<file path="src/rtl/param_updown_counter_pkg.sv">
// param_updown_counter_pkg: mode and direction encodings shared by the counter, its interface users and benches
package param_updown_counter_pkg;
  localparam logic [1:0] MODE_WRAP     = 2'd0;
  localparam logic [1:0] MODE_SAT      = 2'd1;
  localparam logic [1:0] MODE_PINGPONG = 2'd2;
  localparam logic DIR_UP   = 1'b0;
  localparam logic DIR_DOWN = 1'b1;
endpackage

</file>
<file path="src/rtl/param_updown_counter_if.sv">
// param_updown_counter_if: control and status bundle of the up/down counter; master drives, slave is the counter
interface param_updown_counter_if #(parameter int WIDTH = 3) ();
  logic             en;
  logic             dir;
  logic [1:0]       mode;
  logic             load;
  logic [WIDTH-1:0] load_val;
  logic [WIDTH-1:0] max_val;
  logic [WIDTH-1:0] count;
  logic             dir_out;
  logic             tc;
  modport master (output en, dir, mode, load, load_val, max_val, input count, dir_out, tc);
  modport slave  (input en, dir, mode, load, load_val, max_val, output count, dir_out, tc);
endinterface

</file>
<file path="src/rtl/param_updown_counter_next_val.sv">
// counter_next_val: next count, bound detection and ping-pong reversal for one step of the counter
module counter_next_val
  import param_updown_counter_pkg::*;
#(
  parameter int WIDTH = 3
) (
  input  logic [WIDTH-1:0] count,
  input  logic [WIDTH-1:0] max_val,
  input  logic             dir_eff,
  input  logic [1:0]       mode,
  output logic [WIDTH-1:0] nxt,
  output logic             at_bound,
  output logic             flip_dir
);
  logic             down;
  logic             zmax;
  logic [WIDTH-1:0] bound_val;
  // a count above max_val counts as top; reserved mode 3 falls through to wrap
  always_comb begin
    down      = dir_eff == DIR_DOWN;
    zmax      = max_val == '0;
    at_bound  = down ? count == '0 : count >= max_val;
    flip_dir  = at_bound && mode == MODE_PINGPONG && !zmax;
    bound_val = mode == MODE_SAT      ? (down ? '0 : max_val) :
                mode == MODE_PINGPONG ? (zmax ? '0 : down ? WIDTH'(1) : max_val - WIDTH'(1)) :
                                        (down ? max_val : '0);
    nxt       = at_bound ? bound_val : down ? count - WIDTH'(1) : count + WIDTH'(1);
  end
endmodule

</file>
<file path="src/rtl/param_updown_counter.sv">
// param_updown_counter: wrap/saturate/ping-pong up/down counter with load; PARAM_UPDOWN_COUNTER_PRESCALE_EN adds an enable prescaler
module param_updown_counter
  import param_updown_counter_pkg::*;
#(
  parameter int WIDTH     = 3,
  parameter int RESET_VAL = 0,
  parameter int PRESCALE  = 4
) (
  input logic clk,
  input logic reset,
  param_updown_counter_if.slave bus
);
  if (WIDTH < 1 || PRESCALE < 1) begin : g_bad_param
    $error("param_updown_counter: WIDTH and PRESCALE must be >= 1");
  end
  logic [WIDTH-1:0] count_q;
  logic [WIDTH-1:0] nxt;
  logic [WIDTH-1:0] load_clamped;
  logic             dir_q;
  logic             tc_q;
  logic             dir_eff;
  logic             at_bound;
  logic             flip_dir;
  logic             step_en;
`ifdef PARAM_UPDOWN_COUNTER_PRESCALE_EN
  localparam int PW = PRESCALE > 1 ? $clog2(PRESCALE) : 1;
  logic [PW-1:0] pre_q;
  assign step_en = bus.en && pre_q == PW'(PRESCALE - 1);
  // prescaler advances only on enabled cycles and restarts its window on reset and load
  always_ff @(posedge clk)
    if (!reset || bus.load) pre_q <= '0;
    else if (bus.en) pre_q <= step_en ? '0 : pre_q + PW'(1);
`else
  assign step_en = bus.en;
`endif
  assign dir_eff      = bus.mode == MODE_PINGPONG ? dir_q : bus.dir;
  assign load_clamped = bus.load_val > bus.max_val ? bus.max_val : bus.load_val;
  counter_next_val #(.WIDTH(WIDTH)) u_next (
    .count   (count_q),
    .max_val (bus.max_val),
    .dir_eff (dir_eff),
    .mode    (bus.mode),
    .nxt     (nxt),
    .at_bound(at_bound),
    .flip_dir(flip_dir)
  );
  // reset beats load beats step; tc marks a step taken at a bound and clears otherwise
  always_ff @(posedge clk)
    if (!reset) begin
      count_q <= WIDTH'(RESET_VAL);
      tc_q    <= 1'b0;
      dir_q   <= DIR_UP;
    end else if (bus.load) begin
      count_q <= load_clamped;
      tc_q    <= 1'b0;
      dir_q   <= bus.dir;
    end else if (step_en) begin
      count_q <= nxt;
      tc_q    <= at_bound;
      dir_q   <= dir_q ^ flip_dir;
    end else begin
      tc_q    <= 1'b0;
    end
  assign bus.count   = count_q;
  assign bus.tc      = tc_q;
  assign bus.dir_out = dir_eff;
endmodule

</file>
<file path="src/flat_wrapper.sv">
// flat-port wrapper written by rule: the top's interface ports become plain ports
module param_updown_counter_flat import param_updown_counter_pkg::*;
#(
  parameter int WIDTH     = 3,
  parameter int RESET_VAL = 0,
  parameter int PRESCALE  = 4
)
  (clk, reset, bus_en, bus_dir, bus_mode, bus_load, bus_load_val, bus_max_val, bus_count, bus_dir_out, bus_tc);
  param_updown_counter_if #(.WIDTH(WIDTH)) bus_i ();
  input logic clk;
  input logic reset;
  input wire logic [$bits(bus_i.en)-1:0] bus_en;
  input wire logic [$bits(bus_i.dir)-1:0] bus_dir;
  input wire logic [$bits(bus_i.mode)-1:0] bus_mode;
  input wire logic [$bits(bus_i.load)-1:0] bus_load;
  input wire logic [$bits(bus_i.load_val)-1:0] bus_load_val;
  input wire logic [$bits(bus_i.max_val)-1:0] bus_max_val;
  output wire logic [$bits(bus_i.count)-1:0] bus_count;
  output wire logic [$bits(bus_i.dir_out)-1:0] bus_dir_out;
  output wire logic [$bits(bus_i.tc)-1:0] bus_tc;
  assign bus_i.en = bus_en;
  assign bus_i.dir = bus_dir;
  assign bus_i.mode = bus_mode;
  assign bus_i.load = bus_load;
  assign bus_i.load_val = bus_load_val;
  assign bus_i.max_val = bus_max_val;
  assign bus_count = bus_i.count;
  assign bus_dir_out = bus_i.dir_out;
  assign bus_tc = bus_i.tc;
  param_updown_counter #(.WIDTH(WIDTH), .RESET_VAL(RESET_VAL), .PRESCALE(PRESCALE)) u_core (.clk(clk), .reset(reset), .bus(bus_i));
endmodule
</file>
<file path="config.mk">
export PLATFORM = sky130hd
export DESIGN_NAME = param_updown_counter_flat
export DESIGN_NICKNAME = d
export VERILOG_FILES = /design/src/rtl/param_updown_counter_pkg.sv /design/src/rtl/param_updown_counter_if.sv /design/src/rtl/param_updown_counter_next_val.sv /design/src/rtl/param_updown_counter.sv /design/src/flat_wrapper.sv
export SDC_FILE = /design/constraint.sdc
export NUM_CORES = 1
export LEC_CHECK = 0
export CELL_PAD_IN_SITES_DETAIL_PLACEMENT = 0
export CELL_PAD_IN_SITES_GLOBAL_PLACEMENT = 2
export CORE_ASPECT_RATIO = 0.9
export CORE_MARGIN = 5
export CORE_UTILIZATION = 28
export CTS_BUF_LIST = sky130_fd_sc_hd__clkbuf_16
export DETAILED_ROUTE_END_ITERATION = 6
export GPL_TIMING_DRIVEN = 1
export PLACE_DENSITY_LB_ADDON = 0.1
export SYNTH_ARGS = -nofsm -noshare
export SYNTH_HDL_FRONTEND = slang
export SYNTH_SLANG_ARGS = --single-unit
</file>
<file path="constraint.sdc">
create_clock -name clk -period 3.8 [get_ports clk]
set_input_delay 0.57 -clock clk [delete_from_list [all_inputs] [get_ports clk]]
set_output_delay 0.57 -clock clk [all_outputs]
set_load 0.02 [all_outputs]
</file>
# --- After elaboration in Yosys (flattened, before gate mapping) ---
# Index checks and enable logic that the tools add are counted.
op_classes:
  addsub: 3
  order_cmp: 2
  n_eq_ne: 2
  muxes: 15
  bitwise_logic: 3
  n_reduce_logical: 7
op_table:
  columns: ["op", "count"]
  rows:
  - ["$mux 3", 11]
  - ["$logic_not 3->1", 2]
  - ["$sub 3x1->3 const B", 2]
  - ["$mux 1", 4]
  - ["$add 3x1->3 const B", 1]
  - ["$ge 3x3->1", 1]
  - ["$gt 3x3->1", 1]
  - ["$reduce_or 3->1", 1]
  - ["$eq 2x1->1 const B", 1]
  - ["$eq 2x2->1 const B", 1]
  - ["$logic_and 1x1->1", 2]
  - ["$not 1->1", 2]
  - ["$reduce_bool 2->1", 1]
  - ["$logic_not 1->1", 1]
  - ["$xor 1x1->1", 1]
word_totals:
  register_bits: 5
  input_bits: 13

# --- Depth between registers and ports, before layout ---
# Gate-level depths: netlist of the first run.
depth:
  word_depth: 9
  ltp_mapped: 7
  mapped_depth_nobuf: 7

# --- Hierarchy ---
# A second synthesis of the first run with hierarchy kept.
unflattened:
  cells_unflattened: 79
  hier_area_um2: 649.4
by_module_without_submodules:
  columns: ["module", "n_inst", "cells_each", "area_per_inst_um2", "seq_area_each_um2"]
  rows:
  - ["param_updown_counter", 1, 39, 344.1, 100.1]
  - ["counter_next_val", 1, 40, 305.3, 0.0]

# --- Least setup slack after synthesis of the first run ---
# OpenSTA, ideal clock, no wires.
synth_timing:
  path_type: "in2reg"
  from: "input bus_mode[0]"
  to: "register u_core.count_q[2] (netlist: u_core.bus.count[2])"
  t_arrival_ns: 1.971
  required_ns: 3.708
  path_slack_ns: 1.737
  path_stages: 7
  cell_sequence: "nand2b_4 mux2i_4 fa_1 xor2_1 nor3_1 a21o_1 o32ai_1"
synth_via:
  elab_chain_len: 9
  elab_cells_between_ends: 14
  classes_between: "eq/ne (2); mux (12)"
synth_lines:
  columns: ["element", "line_no", "source"]
  rows:
  - ["start, declared", "flat_wrapper.sv:14", "input wire logic [$bits(bus_i.mode)-1:0] bus_mode;"]
  - ["$eq 2x2->1", "param_updown_counter_next_val.sv:25, param_updown_counter.sv:36", null]
  - ["$mux 1", "param_updown_counter.sv:36", "assign dir_eff = bus.mode == MODE_PINGPONG ? dir_q : bus.dir;"]
  - ["$mux 3 (3 in series)", "param_updown_counter_next_val.sv:25", "mode == MODE_PINGPONG ? (zmax ? '0 : down ? WIDTH'(1) : max_val - WIDTH'(1)) :"]
  - ["$mux 3", "param_updown_counter_next_val.sv:24", "bound_val = mode == MODE_SAT ? (down ? '0 : max_val) :"]
  - ["$mux 3 *", "param_updown_counter_next_val.sv:27", "nxt = at_bound ? bound_val : down ? count - WIDTH'(1) : count + WIDTH'(1);"]
  - ["$mux 3 *", "param_updown_counter.sv:57", "end else if (step_en) begin"]
  - ["$mux 3 *", "param_updown_counter.sv:53", "end else if (bus.load) begin"]
  - ["end signal, assigned", "param_updown_counter.sv:50", "count_q <= WIDTH'(RESET_VAL);"]
  - ["end signal, assigned", "param_updown_counter.sv:54", "count_q <= load_clamped;"]
  - ["end signal, assigned", "param_updown_counter.sv:58", "count_q <= nxt;"]
  - ["end, declared", "param_updown_counter.sv:16", "logic [WIDTH-1:0] count_q;"]
# Mark *: on every way between the ends. The rest lies on a longest branch, timed or not. The select of a mux whose other input is x is not followed.
# A chain may end at the register's enable or synchronous reset.

# --- Final worst setup path of the first run ---
layout_timing:
  from: "input bus_mode[0]"
  to: "output bus_dir_out"
layout_via:
  elab_chain_len: 2
layout_lines:
  columns: ["element", "line_no", "source"]
  rows:
  - ["$eq 2x2->1", "param_updown_counter.sv:36", null]
  - ["$mux 1", "param_updown_counter.sv:36", null]
  - ["end, declared", "flat_wrapper.sv:19", "output wire logic [$bits(bus_i.dir_out)-1:0] bus_dir_out;"]
# No other way between the ends.

==> reports/summary.md, run 1 <==
* number of setup violations in the final report: 0
* highest attainable clock frequency: 345.5 MHz
* remaining global-route overflow: 0
* dpl ws: 0.9012 ns
* setup fix buffers added after clock tree synthesis: 0
* Peak VDD IR: 0.0002670 V
* total power per unit cell area: 395.0 nW/um^2
* cell area after technology mapping: 664.4 sq um
* cell count after synthesis: 89
* Yosys warning count: 0
* number of CTS-inserted buffers: 3
* max-slew violation count: 0
* Final Power: 374.1 uW
* final hold vios: 0
* number of port buffers: 17
* starting density of the core: 29.90%
* initial drt markers: 19
* Tot GR Track Use: 12.23%
* final weighted congestion in routability-driven placement: 0.7701
* max-slew headroom at the worst pin: 68.38%
* vias per inst: 5.117
* depth of the CTS H-tree: 1
* Worst EP arrival: 2.32 ns
* largest area contributor in the synthesized netlist: sky130_fd_sc_hd__dfxtp_1
* First-pass DRT Iterations: 4
* ant diodes: 0
* setup TNS: 0 ns
* class of the tightest hold or removal check: register to register
* Worst Max-Slew Pin Slew: 0.4744 ns
* Gates resized, CTS repair: 0
* P&R area growth vs syn: 42.56%
* remaining routing DRC violations: 0
* kind of end point of the critical path: output port
* fraction of the cycle the final worst path needs: 76.18%
* area share of the largest cell type after synthesis: 15.07%
* clock tree root buffer cell: sky130_fd_sc_hd__clkbuf_16
* Distinct cells, synth: 31
* ratio of cells with drive above 1 in the final layout: 7.273%
* largest buffer count on any clock path: 2
* FF+latch count, synth: 5
* fraction of the yosys area taken by sequential cells: 15.07%
* kind of critical path: input pin to output port
* Cells after DPL: 133
* overall die width: 61.35 um
* Row Count: 16
* final clock skew: 0.001553 ns
* Floorplan Core Area: 2222 sq um
* ANT nets after route: 0
* clk slew on worst S/H paths: 0.03 ns
* total die area: 3448 sq um
* Mapped Avg Cell Area: 7.465 sq um
* setup repair after global routing missed its margin: false
* DRT Wirelength: 1.833 mm
* nets@finish: 133
* latest clock arrival within the worst-skew pair: 0.22 ns
* CTS tree: built
* share of synthesized flip-flops with an asynchronous set or reset: 0%
* count of flip-flops with a built-in enable after synthesis: 0
* final worst slack: 0.9053 ns
* Max-Cap Viols: 0
* number of hold buffers added after CTS: 0
* number of inserted filler cells in the final layout: 240
* antenna violations before repair: 0
* leakage power of the design: 0.4139 nW
* wire length of the first global-routing pass: 3.298 mm
* nature of the critical path startpoint: input pin
* number of clock sinks seen by CTS: 5
* IO Pins: 18
* Post-DP HPWL: 1.545 mm
* most frequent cells after synthesis: sky130_fd_sc_hd__nand2_1 (13), sky130_fd_sc_hd__inv_1 (9), sky130_fd_sc_hd__o21ai_0 (9)
* number of standard cells in the layout, taps in and fillers out: 137
* status: finished clean
* largest net degree at the start of global routing: 9
* Worst Path Required: 3.23 ns
* fin crit period: 2.895 ns
* post-DR wirelength/cell: 13.38 um
* worst-case hold slack: 0.6225 ns
* top-count cell post-synth: sky130_fd_sc_hd__nand2_1
* cell types occupying the most area after synthesis: sky130_fd_sc_hd__dfxtp_1 (15%), sky130_fd_sc_hd__ha_1 (15%), sky130_fd_sc_hd__nand2_1 (7.3%)
* via count of the first global-routing pass: 707
* synthesized net count: 111
* vias after detailed routing: 701
* Critical Path Fanout Max: 7
* Die Ht: 56.21 um
* ys flop type: sky130_fd_sc_hd__dfxtp_1
metal layers:
metal / vias to the layer above / wire length (um) / global-route usage [%]
met3: 0 / 98 / 3.016
met1: 321 / 917 / 17.99
met2: 15 / 817 / 18.58
met4: 0 / 0 / 0.9091
met5: - / 0 / 0
li1: 365 / - / -
power by group:
part | leakage [nW] | internal (mW) | switching [mW]
registers | 0.0415 | 0.0595 | 0.00960
clock network | 0.0423 | 0.136 | 0.0330
logic | 0.330 | 0.0642 | 0.0716
total | 0.414 | 0.260 | 0.114
kinds of logic (layout without fill, tap and decap cells):
kind of cell | count (synthesis) | after routing | synth area share, %
fa+ha+maj | 9 | 9 | 18.08
buf+inv | 9 | 30 | 5.084
xor+xnor | 2 | 2 | 2.637
mux | 5 | 5 | 9.604
compound gates | 23 | 23 | 22.41
flops | 5 | 5 | 15.07
simple gates | 36 | 36 | 27.12
layout by cell type, fill, tap and decap left out:
cell type	n
sky130_fd_sc_hd__dfxtp_1	5
sky130_fd_sc_hd__a32oi_1	1
sky130_fd_sc_hd__inv_1	10
sky130_fd_sc_hd__clkbuf_16	3
sky130_fd_sc_hd__xnor2_1	1
sky130_fd_sc_hd__mux2i_1	3
sky130_fd_sc_hd__nand2b_4	1
sky130_fd_sc_hd__o21ai_0	9
sky130_fd_sc_hd__o32ai_1	2
sky130_fd_sc_hd__and2b_2	1
sky130_fd_sc_hd__clkdlybuf4s50_1	17
sky130_fd_sc_hd__xor2_1	1
sky130_fd_sc_hd__nand2b_1	1
sky130_fd_sc_hd__o21ai_1	1
sky130_fd_sc_hd__a211o_2	1
sky130_fd_sc_hd__and3_1	2
sky130_fd_sc_hd__nand3_1	3
sky130_fd_sc_hd__fa_1	1
sky130_fd_sc_hd__nand2_1	13
sky130_fd_sc_hd__a21o_1	1
sky130_fd_sc_hd__or3_1	1
sky130_fd_sc_hd__a21oi_1	1
sky130_fd_sc_hd__a31oi_1	3
sky130_fd_sc_hd__nor2b_1	3
sky130_fd_sc_hd__o211ai_1	1
sky130_fd_sc_hd__a2bb2oi_1	2
sky130_fd_sc_hd__nor4_1	2
sky130_fd_sc_hd__nor2_1	6
sky130_fd_sc_hd__o22ai_1	1
sky130_fd_sc_hd__ha_1	8
sky130_fd_sc_hd__mux2_2	1
sky130_fd_sc_hd__nor3_1	3
sky130_fd_sc_hd__mux2i_4	1
final cells by class:
class,count,area (sq um),area share (%)
Multi-Input combinational cell,75,530.5,56.01
Timing Repair Buffer,17,170.2,17.97
Sequential cell,5,100.1,10.57
Clock buffer,3,75.07,7.926
Inverter,9,33.78,3.567
Tap cell,27,33.78,3.567
Clock inverter,1,3.754,0.3963
critical path: stages:
cell                              delay (ns)
sky130_fd_sc_hd__clkdlybuf4s50_1        0.53
sky130_fd_sc_hd__nand2b_4               0.20
sky130_fd_sc_hd__mux2i_4                0.35
sky130_fd_sc_hd__inv_1                  0.12
sky130_fd_sc_hd__clkdlybuf4s50_1        0.55
through the flow:
step / util (%) / area (sq um)
after floorplan: - / 664.4
after global placement: 39.08 / 868.3
after detailed placement: 39.08 / 868.3
after CTS: 42.62 / 947.2
after global routing: 42.62 / 947.2
final: 42.62 / 947.2
path summary, 6_finish.rpt:
| check | from | endpoint | slack, ns | cells after the start |
|---|---|---|---|---|
| setup / recovery | bus_mode[0] | bus_dir_out | 0.91 | 5 |
| hold / removal | u_core.dir_q | u_core.dir_q | 0.62 | 2 |
| setup reg to reg | u_core.bus.count[0] | u_core.dir_q | 1.84 | 7 |
| hold reg to reg | u_core.dir_q | u_core.dir_q | 0.62 | 2 |
flip-flops by register name, indices dropped and copies added, names as in the netlist:
register          count
u_core.bus.count      3
u_core.dir_q          1
u_core.bus.tc         1
Note: power is estimated with default switching activity, not from simulation.
==> inputs of run 2 (changes only) <==
CORE_UTILIZATION = 26   (was 28)
clock period = 2.71 ns   (was 3.8 ns; I/O delays follow)
==> run 2 against run 1 <==
Net effect:
- critical path depth is the same
- cell area grew 1.7%
- combinational power grew 47%
- flip-flop and latch count is the same
- hold slack lost 0.026 ns
- sequential share of layout area shrank 0.18 points
- critical endpoint unchanged
==> reports/summary.md, run 2 (same netlist as run 1, synthesis figures left out) <==
* status: finished clean
* switching part of the total: 30.69%
* worst-case hold slack: 0.5964 ns
* max-slew violation count: 0
* via count of the first global-routing pass: 691
* remaining routing DRC violations: 0
* Switch Pwr: 164.2 uW
* clock tree root buffer cell: sky130_fd_sc_hd__clkbuf_16
* Die Ht: 57.96 um
* max-slew headroom at the worst pin: 70.68%
* kind of critical path: input pin to output port
* CTS tree: built
* Worst EP arrival: 2.17 ns
* setup TNS: 0 ns
* wire length of the first global-routing pass: 3.270 mm
* Critical Path Fanout Max: 7
* total routed wire length on the met1 layer: 940 um
* Worst Max-Slew Pin Slew: 0.4365 ns
* Routed met2 length: 877 um
* highest-count cells in the layout ignoring fill and taps: sky130_fd_sc_hd__clkdlybuf4s50_1 (17), sky130_fd_sc_hd__nand2_1 (13), sky130_fd_sc_hd__inv_1 (10)
* ANT nets after route: 0
* library cell appearing most often on the critical path: sky130_fd_sc_hd__clkdlybuf4s50_1
* ratio of cells with drive above 1 in the final layout: 8.929%
* Placed Instance Area: 884.6 sq um
* vias after detailed routing: 704
* total die area: 3668 sq um
* total power per unit cell area: 555.3 nW/um^2
* IO Pins: 18
* setup fix buffers added after clock tree synthesis: 0
* most common cell after layout, fill and taps aside: sky130_fd_sc_hd__clkdlybuf4s50_1
* final hold vios: 0
* largest buffer count on any clock path: 2
* CP Capture Point: bus_dir_out
* Critical Path Slowest Stage Cell: sky130_fd_sc_hd__clkdlybuf4s50_1
* P&R area growth vs syn: 45.01%
* capture instance of the worst register-to-register path: u_core.bus.count[2]
* kind of end point of the critical path: output port
* Internal Pwr Total: 370.8 uW
* remaining global-route overflow: 0
* fin area: 963.4 sq um
* Peak VDD IR: 0.0006543 V
* final clock skew: 0.0006758 ns
* largest net degree at the start of global routing: 9
* leakage power of the design: 0.4237 nW
* number of flip-flops in the largest register: 3
* initial drt markers: 25
* fraction of the cycle the final worst path needs: 94.92%
* crit path launch: bus_mode[0]
* sequential group share of total power: 18.0%
* Worst Path Required: 2.30 ns
* latest clock arrival within the worst-skew pair: 0.23 ns
* class of the tightest hold or removal check: register to register
* Row Count: 17
* DRT Wirelength: 1.886 mm
* delay of the slowest critical-path stage: 0.56 ns
* number of setup violations in the final report: 0
* final weighted congestion in routability-driven placement: 0.7358
* post-DR wirelength/cell: 13.47 um
* Max-Cap Viols: 0
* number of port buffers: 17
* setup slack of the most critical reg-to-reg path: 0.88 ns
* number of clock sinks seen by CTS: 5
* clock network fraction of total power: 44.7%
* final worst slack: 0.1376 ns
* fin crit period: 2.572 ns
* vias per inst: 5.029
* r2r startpoint: u_core.dir_q
* number of hold buffers added after CTS: 0
* Layout Utilization: 39.39%
* highest attainable clock frequency: 388.7 MHz
* First-pass DRT Iterations: 4
* Hold Crit Depth: 2
* Tot GR Track Use: 11.01%
* number of inserted filler cells in the final layout: 258
* ant diodes: 0
* Floorplan Core Area: 2446 sq um
* Gates resized, CTS repair: 0
* starting density of the core: 27.16%
* clk slew on worst S/H paths: 0.03 ns
* overall die width: 63.29 um
* setup repair after global routing missed its margin: false
* antenna violations before repair: 0
* number of CTS-inserted buffers: 3
* list of cells traversed by the critical path: clkdlybuf4s50_1 > nand2b_4 > mux2i_4 > inv_1 > clkdlybuf4s50_1
* nature of the critical path startpoint: input pin
* cell depth of the worst flop-to-flop path: 6
* depth of the CTS H-tree: 1
* max layer used: met3
* nets@finish: 135
* length of routed met3 wiring: 69 um
* dpl ws: 0.1251 ns
* part of the total power dissipated in combinational logic: 37.3%
* Post-DP HPWL: 1.583 mm
-- run 2: cell types whose count changed in the layout (fill, tap and decap cells not counted) --
cell / previous run / this run
sky130_fd_sc_hd__buf_4: 0 / 2
-- run 2: critical path, delay by kind of cell --
family / cells / cell delay, ns
and+or+nand+nor: 1 / 0.19
muxes: 1 / 0.36
buffers and inverters: 3 / 1.21
-- run 2: cell type report --
class	instances	area, sq um	share of cell area, %
Inverter	9	33.78	3.506
Clock buffer	3	75.07	7.792
Sequential cell	5	100.1	10.39
Timing Repair Buffer	19	185.2	19.22
Tap cell	28	35.03	3.636
Clock inverter	1	3.754	0.3896
Multi-Input combinational cell	75	530.5	55.06
-- run 2: worst min path at each step --
| stage | start | endpoint |
|---|---|---|
| 6_report | u_core.dir_q | u_core.dir_q |
| 5_1_grt | u_core.dir_q | u_core.dir_q |
| 4_1_cts | u_core.dir_q | u_core.dir_q |
| 3_5_place_dp | u_core.dir_q | u_core.dir_q |
| 3_3_place_gp | u_core.dir_q | u_core.dir_q |
| 2_1_floorplan | bus_en | u_core.bus.tc |
-- run 2: per-stage QoR --
step | instances | power (mW)
after floorplan | 89 | 0.2154
after global placement | 136 | 0.3013
after detailed placement | 136 | 0.2973
after CTS | 140 | 0.5399
after global routing | 140 | 0.5706
final | 140 | 0.5350
-- run 2: metal layers --
layer  GRT usage, %  up-vias
met5              0        -
met4          1.780        0
met3          3.295        0
met2          19.03       14
met1          13.79      322
li1               -      368
-- run 2: power by group through the flow --
stage | clock network (mW) | registers [mW] | logic (mW)
finish | 0.239 | 0.0961 | 0.200
global route | 0.249 | 0.0977 | 0.224
CTS | 0.242 | 0.0962 | 0.202
detailed placement | 0 | 0.0972 | 0.200
global placement | 0 | 0.0974 | 0.204
floorplan | 0 | 0.104 | 0.111
